==> src/rtl/pipe_ctrl_pkg.sv <==
// Shared types for the pipeline stall/flush sequencer.
package pipe_ctrl_pkg;

  typedef enum logic [1:0] {
    StRun,
    StLoadUse,
    StFlush,
    StMemWait
  } state_e;

  typedef struct packed {
    logic mem_wait;
    logic redirect;
    logic load_use;
  } hazard_t;

endpackage

==> src/rtl/load_use_detect.sv <==
// Combinational load-use comparator: a load in EX writes a register that decode reads.
module load_use_detect #(
  parameter int unsigned RegAddrWidth = 4
) (
  input  logic                    ex_valid_i,
  input  logic                    ex_memread_i,
  input  logic [RegAddrWidth-1:0] ex_rd_i,
  input  logic [RegAddrWidth-1:0] id_rs1_i,
  input  logic [RegAddrWidth-1:0] id_rs2_i,
  input  logic                    id_uses_rs1_i,
  input  logic                    id_uses_rs2_i,
  output logic                    hazard_o
);

  logic w_rs1_hit;
  logic w_rs2_hit;

  assign w_rs1_hit = id_uses_rs1_i & (id_rs1_i == ex_rd_i);
  assign w_rs2_hit = id_uses_rs2_i & (id_rs2_i == ex_rd_i);
  assign hazard_o  = ex_valid_i & ex_memread_i & (ex_rd_i != '0) & (w_rs1_hit | w_rs2_hit);

endmodule

==> src/rtl/pipeline_hazard_ctrl.sv <==
// Stall/flush sequencer for the 5-stage pipeline: memory wait, redirect and load-use,
// plus saturating stall/flush counters and a sticky memory-timeout flag.
module pipeline_hazard_ctrl
  import pipe_ctrl_pkg::*;
#(
  parameter int unsigned RegAddrWidth = 4,
  parameter int unsigned FlushCycles  = 2,
  parameter int unsigned MemTimeout   = 255,
  parameter int unsigned CntWidth     = 16
) (
  input  logic                    clk_i,
  input  logic                    reset_i,
  input  logic                    id_valid_i,
  input  logic [RegAddrWidth-1:0] id_rs1_i,
  input  logic [RegAddrWidth-1:0] id_rs2_i,
  input  logic                    id_uses_rs1_i,
  input  logic                    id_uses_rs2_i,
  input  logic                    ex_valid_i,
  input  logic                    ex_memread_i,
  input  logic [RegAddrWidth-1:0] ex_rd_i,
  input  logic                    ex_redirect_i,
  input  logic                    mem_req_i,
  input  logic                    mem_ack_i,
  output logic                    pc_write_en_o,
  output logic                    fd_ready_o,
  output logic                    fd_flush_o,
  output logic                    dx_valid_o,
  output logic                    dx_flush_o,
  output logic                    xm_ready_o,
  output logic                    mem_timeout_o,
  output logic [CntWidth-1:0]     stall_cycles_o,
  output logic [CntWidth-1:0]     flush_count_o
);

  localparam logic [2:0]  FlushReload = 3'(FlushCycles - 1);
  localparam logic [15:0] WaitLimit   = 16'(MemTimeout);

  state_e              r_state, w_state_next;
  logic [2:0]          r_flush_cnt, w_flush_cnt_next;
  logic [15:0]         r_wait_cnt, w_wait_cnt_next;
  logic [CntWidth-1:0] r_stall_cnt, r_flush_total;
  logic                r_timeout;
  logic                w_timeout_set;
  logic                w_redirect_accept;
  logic                w_load_use;
  hazard_t             w_hz;

  load_use_detect #(
    .RegAddrWidth(RegAddrWidth)
  ) u_load_use_detect (
    .ex_valid_i   (ex_valid_i),
    .ex_memread_i (ex_memread_i),
    .ex_rd_i      (ex_rd_i),
    .id_rs1_i     (id_rs1_i),
    .id_rs2_i     (id_rs2_i),
    .id_uses_rs1_i(id_uses_rs1_i),
    .id_uses_rs2_i(id_uses_rs2_i),
    .hazard_o     (w_load_use)
  );

  // Prioritised hazard select; load-use only counts from RUN so each load gives one bubble.
  always_comb begin
    w_hz          = '0;
    w_hz.mem_wait = mem_req_i & ~mem_ack_i;
    w_hz.redirect = ex_redirect_i & ~w_hz.mem_wait;
    w_hz.load_use = w_load_use & ~w_hz.mem_wait & ~ex_redirect_i & (r_state == StRun);
  end

  always_ff @(posedge clk_i or posedge reset_i) begin
    if (reset_i) begin
      r_state     <= StRun;
      r_flush_cnt <= '0;
      r_wait_cnt  <= '0;
    end else begin
      r_state     <= w_state_next;
      r_flush_cnt <= w_flush_cnt_next;
      r_wait_cnt  <= w_wait_cnt_next;
    end
  end

  always_comb begin
    w_state_next      = r_state;
    w_flush_cnt_next  = r_flush_cnt;
    w_wait_cnt_next   = r_wait_cnt;
    w_timeout_set     = 1'b0;
    w_redirect_accept = 1'b0;
    unique case (r_state)
      StRun, StLoadUse, StFlush: begin
        if (w_hz.mem_wait) begin
          w_state_next    = StMemWait;
          w_wait_cnt_next = 16'd1;
        end else if (w_hz.redirect) begin
          w_redirect_accept = 1'b1;
          if (FlushCycles > 1) begin
            w_state_next     = StFlush;
            w_flush_cnt_next = FlushReload;
          end else begin
            w_state_next = StRun;
          end
        end else if (w_hz.load_use) begin
          w_state_next = StLoadUse;
        end else if (r_state == StFlush) begin
          if (r_flush_cnt <= 3'd1) w_state_next = StRun;
          else w_flush_cnt_next = r_flush_cnt - 3'd1;
        end else begin
          w_state_next = StRun;
        end
      end
      StMemWait: begin
        if (mem_ack_i) begin
          w_state_next = StRun;
        end else if (r_wait_cnt >= WaitLimit) begin
          w_timeout_set = 1'b1;
          w_state_next  = StRun;
        end else begin
          w_wait_cnt_next = r_wait_cnt + 16'd1;
        end
      end
      default: w_state_next = StRun;
    endcase
  end

  always_comb begin
    pc_write_en_o = 1'b1;
    fd_ready_o    = 1'b1;
    fd_flush_o    = 1'b0;
    dx_valid_o    = id_valid_i;
    dx_flush_o    = 1'b0;
    xm_ready_o    = 1'b1;
    if (reset_i) begin
      dx_valid_o = 1'b0;
    end else begin
      unique case (r_state)
        StRun, StLoadUse, StFlush: begin
          if (w_hz.mem_wait) begin
            pc_write_en_o = 1'b0;
            fd_ready_o    = 1'b0;
            dx_valid_o    = 1'b0;
            xm_ready_o    = 1'b0;
          end else if (w_hz.redirect) begin
            fd_flush_o = 1'b1;
            dx_flush_o = 1'b1;
            dx_valid_o = 1'b0;
          end else if (w_hz.load_use) begin
            pc_write_en_o = 1'b0;
            fd_ready_o    = 1'b0;
            dx_valid_o    = 1'b0;
          end else if (r_state == StFlush) begin
            fd_flush_o = 1'b1;
            dx_valid_o = 1'b0;
          end
        end
        StMemWait: begin
          // Ack or timeout releases the stall in the same cycle.
          if (!mem_ack_i && (r_wait_cnt < WaitLimit)) begin
            pc_write_en_o = 1'b0;
            fd_ready_o    = 1'b0;
            dx_valid_o    = 1'b0;
            xm_ready_o    = 1'b0;
          end
        end
        default: ;
      endcase
    end
  end

  always_ff @(posedge clk_i or posedge reset_i) begin
    if (reset_i) begin
      r_stall_cnt   <= '0;
      r_flush_total <= '0;
      r_timeout     <= 1'b0;
    end else begin
      if (!pc_write_en_o && (r_stall_cnt != '1)) r_stall_cnt <= r_stall_cnt + CntWidth'(1);
      if (w_redirect_accept && (r_flush_total != '1)) begin
        r_flush_total <= r_flush_total + CntWidth'(1);
      end
      if (w_timeout_set) r_timeout <= 1'b1;
    end
  end

  assign stall_cycles_o = r_stall_cnt;
  assign flush_count_o  = r_flush_total;
  assign mem_timeout_o  = r_timeout;

endmodule

==> config.mk <==
export PLATFORM = sky130hd
export DESIGN_NAME = pipeline_hazard_ctrl
export DESIGN_NICKNAME = d
export VERILOG_FILES = /design/src/rtl/pipe_ctrl_pkg.sv /design/src/rtl/load_use_detect.sv /design/src/rtl/pipeline_hazard_ctrl.sv
export SDC_FILE = /design/constraint.sdc
export NUM_CORES = 1
export LEC_CHECK = 0
export ABC_CLOCK_PERIOD_IN_PS = 2400
export CORE_ASPECT_RATIO = 1.75
export CORE_UTILIZATION = 45
export DETAILED_ROUTE_END_ITERATION = 16
export GPL_ROUTABILITY_DRIVEN = 0
export PLACE_DENSITY_LB_ADDON = 0.2
export RECOVER_POWER = 50
export SYNTH_ARGS = -nofsm -noshare
export SYNTH_HDL_FRONTEND = slang
export SYNTH_SLANG_ARGS = --single-unit
==> constraint.sdc <==
create_clock -name clk_i -period 2.4 [get_ports clk_i]
set_input_delay 0.24 -clock clk_i [delete_from_list [all_inputs] [get_ports clk_i]]
set_output_delay 0.24 -clock clk_i [all_outputs]
set_load 0.03 [all_outputs]
==> implementation parameters <==
Parameter                              Value

Routing
  Vias ... 2,203
  Detailed-route DRC error count ... 0
  Number of iterations in the first detailed-routing pass ... 4
  Count of routing violations after the opening detailed-route iteration ... 39
  Detail-routed via count per cell ... 5.20
  Per-cell routed wire length ... 14.1 um
  Number of antenna-violating nets in the routed design ... 0
  Total detailed-routing wirelength ... 5.96 mm

Timing
  Final Hold Viols ... 0
  Slew at the pin closest to its max-slew limit ... 0.731 ns
  # setup viols final ... 0
  Period Utilization, post-route ... 94.6%
  Hold Worst Slack ... 0.471 ns
  Final number of max-transition violations ... 0
  Worst clock skew ... 0.0128 ns
  Relative max-transition margin ... 51.2%
  Timing-limited maximum frequency ... 0.441 GHz
  Minimum period implied by the final worst setup slack ... 2.27 ns
  RSZ-0062 raised after global routing ... no
  Crit path setup slack, layout ... 0.130 ns

Place
  Cells after DPL ... 412
  Worst setup slack after placement ... -0.100 ns
  Input/output buffers ... 60
  Dpl hpwl ... 4.54 mm

Min path
  Destination of the worst hold path ... mem_timeout_o
  Start point of the worst hold path ... mem_timeout_o
  Hold/Removal Path Class ... reg2reg
  Hold Path Depth ... 2

Clock network
  Clk pin slew, worst setup/hold paths ... 0.10 ns
  Worst skew pair latency ... 0.31 ns
  Total CTS buffers ... 5
  Number of clock sinks seen by CTS ... 54
  Number of buffers between clock root and the deepest sink ... 2
  Buffer type at the clock tree root ... clkbuf_8
  Hold buffer count at cts ... 0
  CTS tree ... built
  H-tree depth reported by CTS ... 2

Global routing
  Vias in the first global route ... 2,312
  Aggregate global-route resource usage ... 20.5%
  Global-route wire length before repair ... 9.92 mm
  Total congestion overflow after global routing ... 0
  Pin count of the biggest net entering global routing ... 31
  Antenna violations before repair ... 0

Layout
  NumNets Final ... 372
  Total area of multi-input combinational cells ... 0.00131 mm^2
  Relative area change from synthesis to final layout ... 33.9%
  Most frequent standard cell in the layout excluding fill and tap cells ... dfrtp_1
  Number of cells in the finished layout apart from fillers ... 424
  Fill cell instance count of the final layout ... 523
  Layout cells sized above 1 ... 11.6%
  Most frequent cells in the layout ... 54 x dfrtp_1, 46 x clkdlybuf4s50_1, 33 x nand2_1
  Diode count ... 0
  Area of all sequential standard cells ... 0.00135 mm^2

Worst setup path
  Worst Path Required ... 2.16 ns
  Path depth of the worst reg2reg path ... 7
  Setup Crit Path Kind ... reg2out
  Setup crit start ... r_wait_cnt[8]
  Launch point of the worst reg-to-reg path ... r_wait_cnt[8]
  Largest fanout of any net on the critical path ... 3
  FF-to-FF End ... r_wait_cnt[6]
  Critical path startpoint category ... flop
  Slack of the worst reg-to-reg path ... 0.28 ns
  Worst EP arrival ... 2.03 ns
  Category of the worst setup path capture point ... output port

Power and ir drop
  Reported leakage power ... 0.00157 uW
  Power per cell area ... 757 mW/mm^2
  Max VDD drop ... 0.575 mV
  Total Power Consumption ... 2730 uW

Die
  Overall die height ... 104 um
  Die boundary width ... 60.5 um
  Full die area ... 0.00632 mm^2
  Initial standard-cell utilization of the core ... 46.2%
  Std cell rows ... 37
  Core area ... 0.00583 mm^2
  Number of placed I/O pins ... 61

Logic synthesis
  Adder-Cell Fraction of Synth Area ... 2.32%
  Mean area per synthesized cell ... 10.2 um^2
  Syn. warnings ... 0
  Cell area after synthesis ... 0.00270 mm^2
  Post-synthesis share of cell area spent on xor and xnor gates ... 12.3%
  Post-synthesis sequential element count ... 54
  Cell variety after synth ... 39
  Post-synthesis compound-gate area fraction ... 8.54%
  Sequential-to-total area share from yosys stat ... 50.1%
  Post-synthesis mux area share ... 0.835%
  Main combinational cell family by area after synthesis ... simple AND/OR/NAND/NOR gates
  Mapped Nets ... 291
  Instance count of the mapped netlist ... 264
  Post-synthesis share of cell area spent on and, or, nand and nor gates ... 24.0%

Run
  # Max-Cap Violations ... 0

Run status
  Outcome ... complete, no violations
## cell usage after synthesis
cell      instances  area (um^2)
a211oi_4          1         20.0
nor3_1            7         35.0
buf_6             1         11.3
mux2_1            1         11.3
and4_1            4         35.0
nand2b_1          2         12.5
buf_4             1         7.51
buf_2             1         5.00
o31a_2            1         10.0
and2_1            9         56.3
nor3b_4           1         18.8
a21oi_1           6         30.0
nor4_1            6         37.5
dfrtp_1          54         1350
a311oi_1          1         8.76
nor2_1           17         63.8
nand2_1          33          124
nor4_4            1         21.3
o22ai_1           1         6.26
and3_4            1         11.3
clkbuf_1          1         3.75
o21ai_0          12         60.1
a31oi_1           4         25.0
inv_1             6         22.5
nor3_2            2         20.0
mux2_2            1         11.3
nand4_1          10         62.6
a21oi_2           1         8.76
xor2_1           14          123
nor2b_1           2         12.5
nand3_1          16         80.1
ha_1              5         62.6
xnor2_1          24          210
and3_1            7         43.8
a21o_1            2         15.0
o21a_1            3         22.5
o22a_1            1         8.76
or3_1             2         12.5
o31ai_1           2         15.0
## sequential cells by signal (all words and copies together), names as in the netlist
signal          cells
flush_count_o      16
mem_timeout_o       1
stall_cycles_o     16
r_state             2
r_wait_cnt         16
r_flush_cnt         3
## per-stage QoR
step	TNS [ns]	area (um^2)	util (%)
floorplan	0	2700	-
global placement	-0.0545	3470	59.4
detailed placement	-0.100	3470	59.4
CTS	0	3570	61.3
global route	0	3610	61.9
finish	0	3610	61.9
## layer usage
layer	wire [um]	share of wire, %	vias to the layer above	global-route usage (%)
li1	-	-	1084	-
met1	2320	39	1053	22.3
met2	3280	55	56	37.8
met3	270	4.5	10	2.86
met4	93	1.6	0	7.79
met5	0	0	-	0
## worst max-delay path, cell delays in order (launching register included)
cell	delay, ns
dfrtp_1	0.42
nor4_2	0.28
nand2_1	0.17
nor3_2	0.21
o22ai_1	0.11
and3_1	0.18
dlygate4sd2_1	0.35
## report_power, final
part / switching (uW) / total (uW) / internal, uW / leakage (uW)
Combinational: 506 / 934 / 428 / 0.000806
Clock: 285 / 596 / 311 / 0.0000514
Sequential: 163 / 1200 / 1040 / 0.000710
Total: 954 / 2730 / 1780 / 0.00157
## worst max path at each step
stage | end | depth (start not counted)
floorplan | pc_write_en_o | 5
global placement | dx_valid_o | 8
detailed placement | dx_valid_o | 7
CTS | fd_flush_o | 5
global route | dx_valid_o | 8
finish | dx_valid_o | 6
## cell type report
type / instances / area share [%]
Sequential cell: 54 / 37.4
Multi-Input combinational cell: 200 / 36.2
Timing Repair Buffer: 78 / 20.0
Tap cell: 78 / 2.70
Clock buffer: 6 / 2.01
Clock inverter: 2 / 1.04
Inverter: 6 / 0.659
## cell families (layout without fill, tap and decap cells)
kind of cell,Yosys count,count (layout)
multiplexers,2,2
XOR/XNOR,38,38
AO/OA/AOI/OAI,35,35
AND/OR/NAND/NOR,120,120
flip-flops,54,54
buffers and inverters,10,92
adder cells (fa/ha/maj),5,5
## what timing repair did
item	in CTS	in global routing
pin swaps	0	1
gates resized for setup	1	3
endpoints found under the setup margin	1	4
setup buffers	0	4
Power figures use the tool's default switching activity.
==> patch (same flow settings) <==
`RegAddrWidth` is set to 4 in 2 places; all go to 3.
--- a/src/rtl/load_use_detect.sv
+++ b/src/rtl/load_use_detect.sv
@@ -1,6 +1,6 @@
 // Combinational load-use comparator: a load in EX writes a register that decode reads.
 module load_use_detect #(
-  parameter int unsigned RegAddrWidth = 4
+  parameter int unsigned RegAddrWidth = 3
 ) (
   input  logic                    ex_valid_i,
   input  logic                    ex_memread_i,
--- a/src/rtl/pipeline_hazard_ctrl.sv
+++ b/src/rtl/pipeline_hazard_ctrl.sv
@@ -3,7 +3,7 @@
 module pipeline_hazard_ctrl
   import pipe_ctrl_pkg::*;
 #(
-  parameter int unsigned RegAddrWidth = 4,
+  parameter int unsigned RegAddrWidth = 3,
   parameter int unsigned FlushCycles  = 2,
   parameter int unsigned MemTimeout   = 255,
   parameter int unsigned CntWidth     = 16
Interface: changed (resized ex_rd_i, id_rs1_i and id_rs2_i); port bits go from 61 to 58. No check against the original RTL was run, so the function may have changed too.
==> patch against the unedited design <==
Worst hold slack worse by 9.2 ps; routed wire length is 0.69% lower; area after synthesis is 0.70% lower; sequential cell count stayed put; largest power group unchanged; final area is 0.21% lower; via count is 1.2% higher; setup slack worse by 60 ps; total power is 1.3% lower; critical endpoint is now fd_ready_o.
==> patch: results (changes against the unedited design) <==
* Placed wire-length estimate after detailed placement: 4.57 mm (was 4.54 mm)
- Top cells by area, synth: sky130_fd_sc_hd__dfrtp_1, sky130_fd_sc_hd__xor2_1, sky130_fd_sc_hd__xnor2_1 (was sky130_fd_sc_hd__dfrtp_1, sky130_fd_sc_hd__xnor2_1, sky130_fd_sc_hd__nand2_1)
- Detailed-routing wirelength on met1: 2.39 mm (was 2.32 mm)
- Starting DRT DRC Count: 71 (was 39)
- Met2 routing resource usage after global routing: 35.6% (was 37.8%)
- Synth top cells by count: sky130_fd_sc_hd__dfrtp_1, sky130_fd_sc_hd__nand2_1, sky130_fd_sc_hd__xor2_1, sky130_fd_sc_hd__nor2_1, sky130_fd_sc_hd__nand3_1 (was sky130_fd_sc_hd__dfrtp_1, sky130_fd_sc_hd__nand2_1, sky130_fd_sc_hd__xnor2_1, sky130_fd_sc_hd__nor2_1, sky130_fd_sc_hd__nand3_1)
- Share of the yosys chip area belonging to registers: 50.5% (was 50.1%)
* Cell area reported after detailed placement: 3460 sq um (was 3470 sq um)
- Number of global-route vias before repair: 2,252 (was 2,312)
- The total nets after synthesis came to 286 (was 291).
* Number of filler cells placed in the layout: 494 (was 523)
* Critical path launch point: ex_rd_i[1] (was r_wait_cnt[8])
* Port Buffer Count: 57 (was 60)
- Met2 wire length: 3.27 mm (was 3.28 mm)
- The worst max-slew margin expressed relative to the limit is 54.4% (was 51.2%).
- The worst path arrival time is 2090 ps (was 2030 ps).
- The global router's overall resource usage came to 20.0% (was 20.5%).
- The total detailed-routing wirelength was 5.92 mm (was 5.96 mm).
- The sum of met3 wire segment lengths after detailed routing is 222 um (was 270 um).
- Status: finished clean (unchanged).
- The met1 usage in global routing was 23.0% (was 22.3%).
- The pin count of the biggest net entering global routing was 19 (was 31).
- The global-route track usage on met3 was 4.35% (was 2.86%).
- The peak supply drop was 0.000614 V (was 0.000575 V).
- Wire length of the first global-routing pass: 9.83 mm (was 9.92 mm)
- The number of nets in the layout was 369 (was 372).
- The vias per cell is 5.28 (was 5.20).
* Maximum clock skew at final layout: 8.18 ps (was 12.8 ps)
-- patch: cell types whose count changed after synthesis, moves of 4 or more --
cell,unedited run,this run
sky130_fd_sc_hd__xor2_1,14,24
sky130_fd_sc_hd__o21ai_0,12,3
sky130_fd_sc_hd__xnor2_1,24,15
sky130_fd_sc_hd__nor2_1,17,23
sky130_fd_sc_hd__nor3_1,7,12
sky130_fd_sc_hd__a31oi_1,4,0
sky130_fd_sc_hd__and2_1,9,5
sky130_fd_sc_hd__nand2_1,33,29
-- patch: area by class of cell --
cell class	instances	area (sq um)	share of cell area, %
inverters	10	38.8	1.08
repair buffers	77	704	19.6
clock buffers	5	68.8	1.91
well taps	76	95.1	2.64
clock inverters	3	45.0	1.25
flip-flops and latches	54	1350	37.5
multi-input cells	197	1300	36.1
-- patch: cells by family (layout without fill, tap and decap cells) --
kind of cell / Yosys count / count (layout) / synth area share [%]
multiplexers: 5 / 5 / 1.96
AO/OA/AOI/OAI: 24 / 24 / 7.01
flip-flops: 54 / 54 / 50.5
AND/OR/NAND/NOR: 124 / 124 / 23.8
buffers and inverters: 11 / 95 / 1.68
XOR/XNOR: 39 / 39 / 12.8
adder cells (fa/ha/maj): 5 / 5 / 2.34
-- patch: final timing paths --
kind                                       to  slack [ps]  cells after the start
hold reg to reg                 mem_timeout_o         460                      1
min in group asynchronous       r_wait_cnt[8]         620                      3
hold / removal                  mem_timeout_o         460                      1
setup reg to reg           stall_cycles_o[15]         210                      7
max in group asynchronous   flush_count_o[14]        1170                      3
setup / recovery                   fd_ready_o          70                      9
-- patch: where the power goes --
group | switching [mW] | total (mW) | leakage, nW | internal, mW
sequential | 0.176 | 1.22 | 0.698 | 1.04
combinational | 0.483 | 0.872 | 0.916 | 0.389
clock | 0.297 | 0.608 | 0.0504 | 0.311
-- patch: through the flow --
step,hold slack (ps),std cells,util [%],TNS [ps],total power [mW]
6_report,462,422,64.0,0,2.70
5_1_grt,483,422,64.0,-9.15,2.85
4_1_cts,435,420,63.7,0,2.74
3_5_place_dp,450,412,61.5,-410,2.12
3_3_place_gp,440,412,61.5,-287,2.10
2_1_floorplan,264,262,-,0,1.73
-- patch: worst max-delay path, cell delays in order --
cell                              delay (ps)
sky130_fd_sc_hd__clkdlybuf4s50_1         540
sky130_fd_sc_hd__nor3_1                   70
sky130_fd_sc_hd__or3_1                   380
sky130_fd_sc_hd__a2111oi_4               330
sky130_fd_sc_hd__buf_4                   190
sky130_fd_sc_hd__nor2_4                   30
sky130_fd_sc_hd__inv_1                    60
sky130_fd_sc_hd__nand2_1                  60
sky130_fd_sc_hd__buf_4                   180
-- patch: repair_timing --
item	4_1_cts	5_1_grt
hold buffers	0	0
resized for setup	4	7
endpoints found under the setup margin	3	4
buffers inserted	0	2
pin swaps	0	3
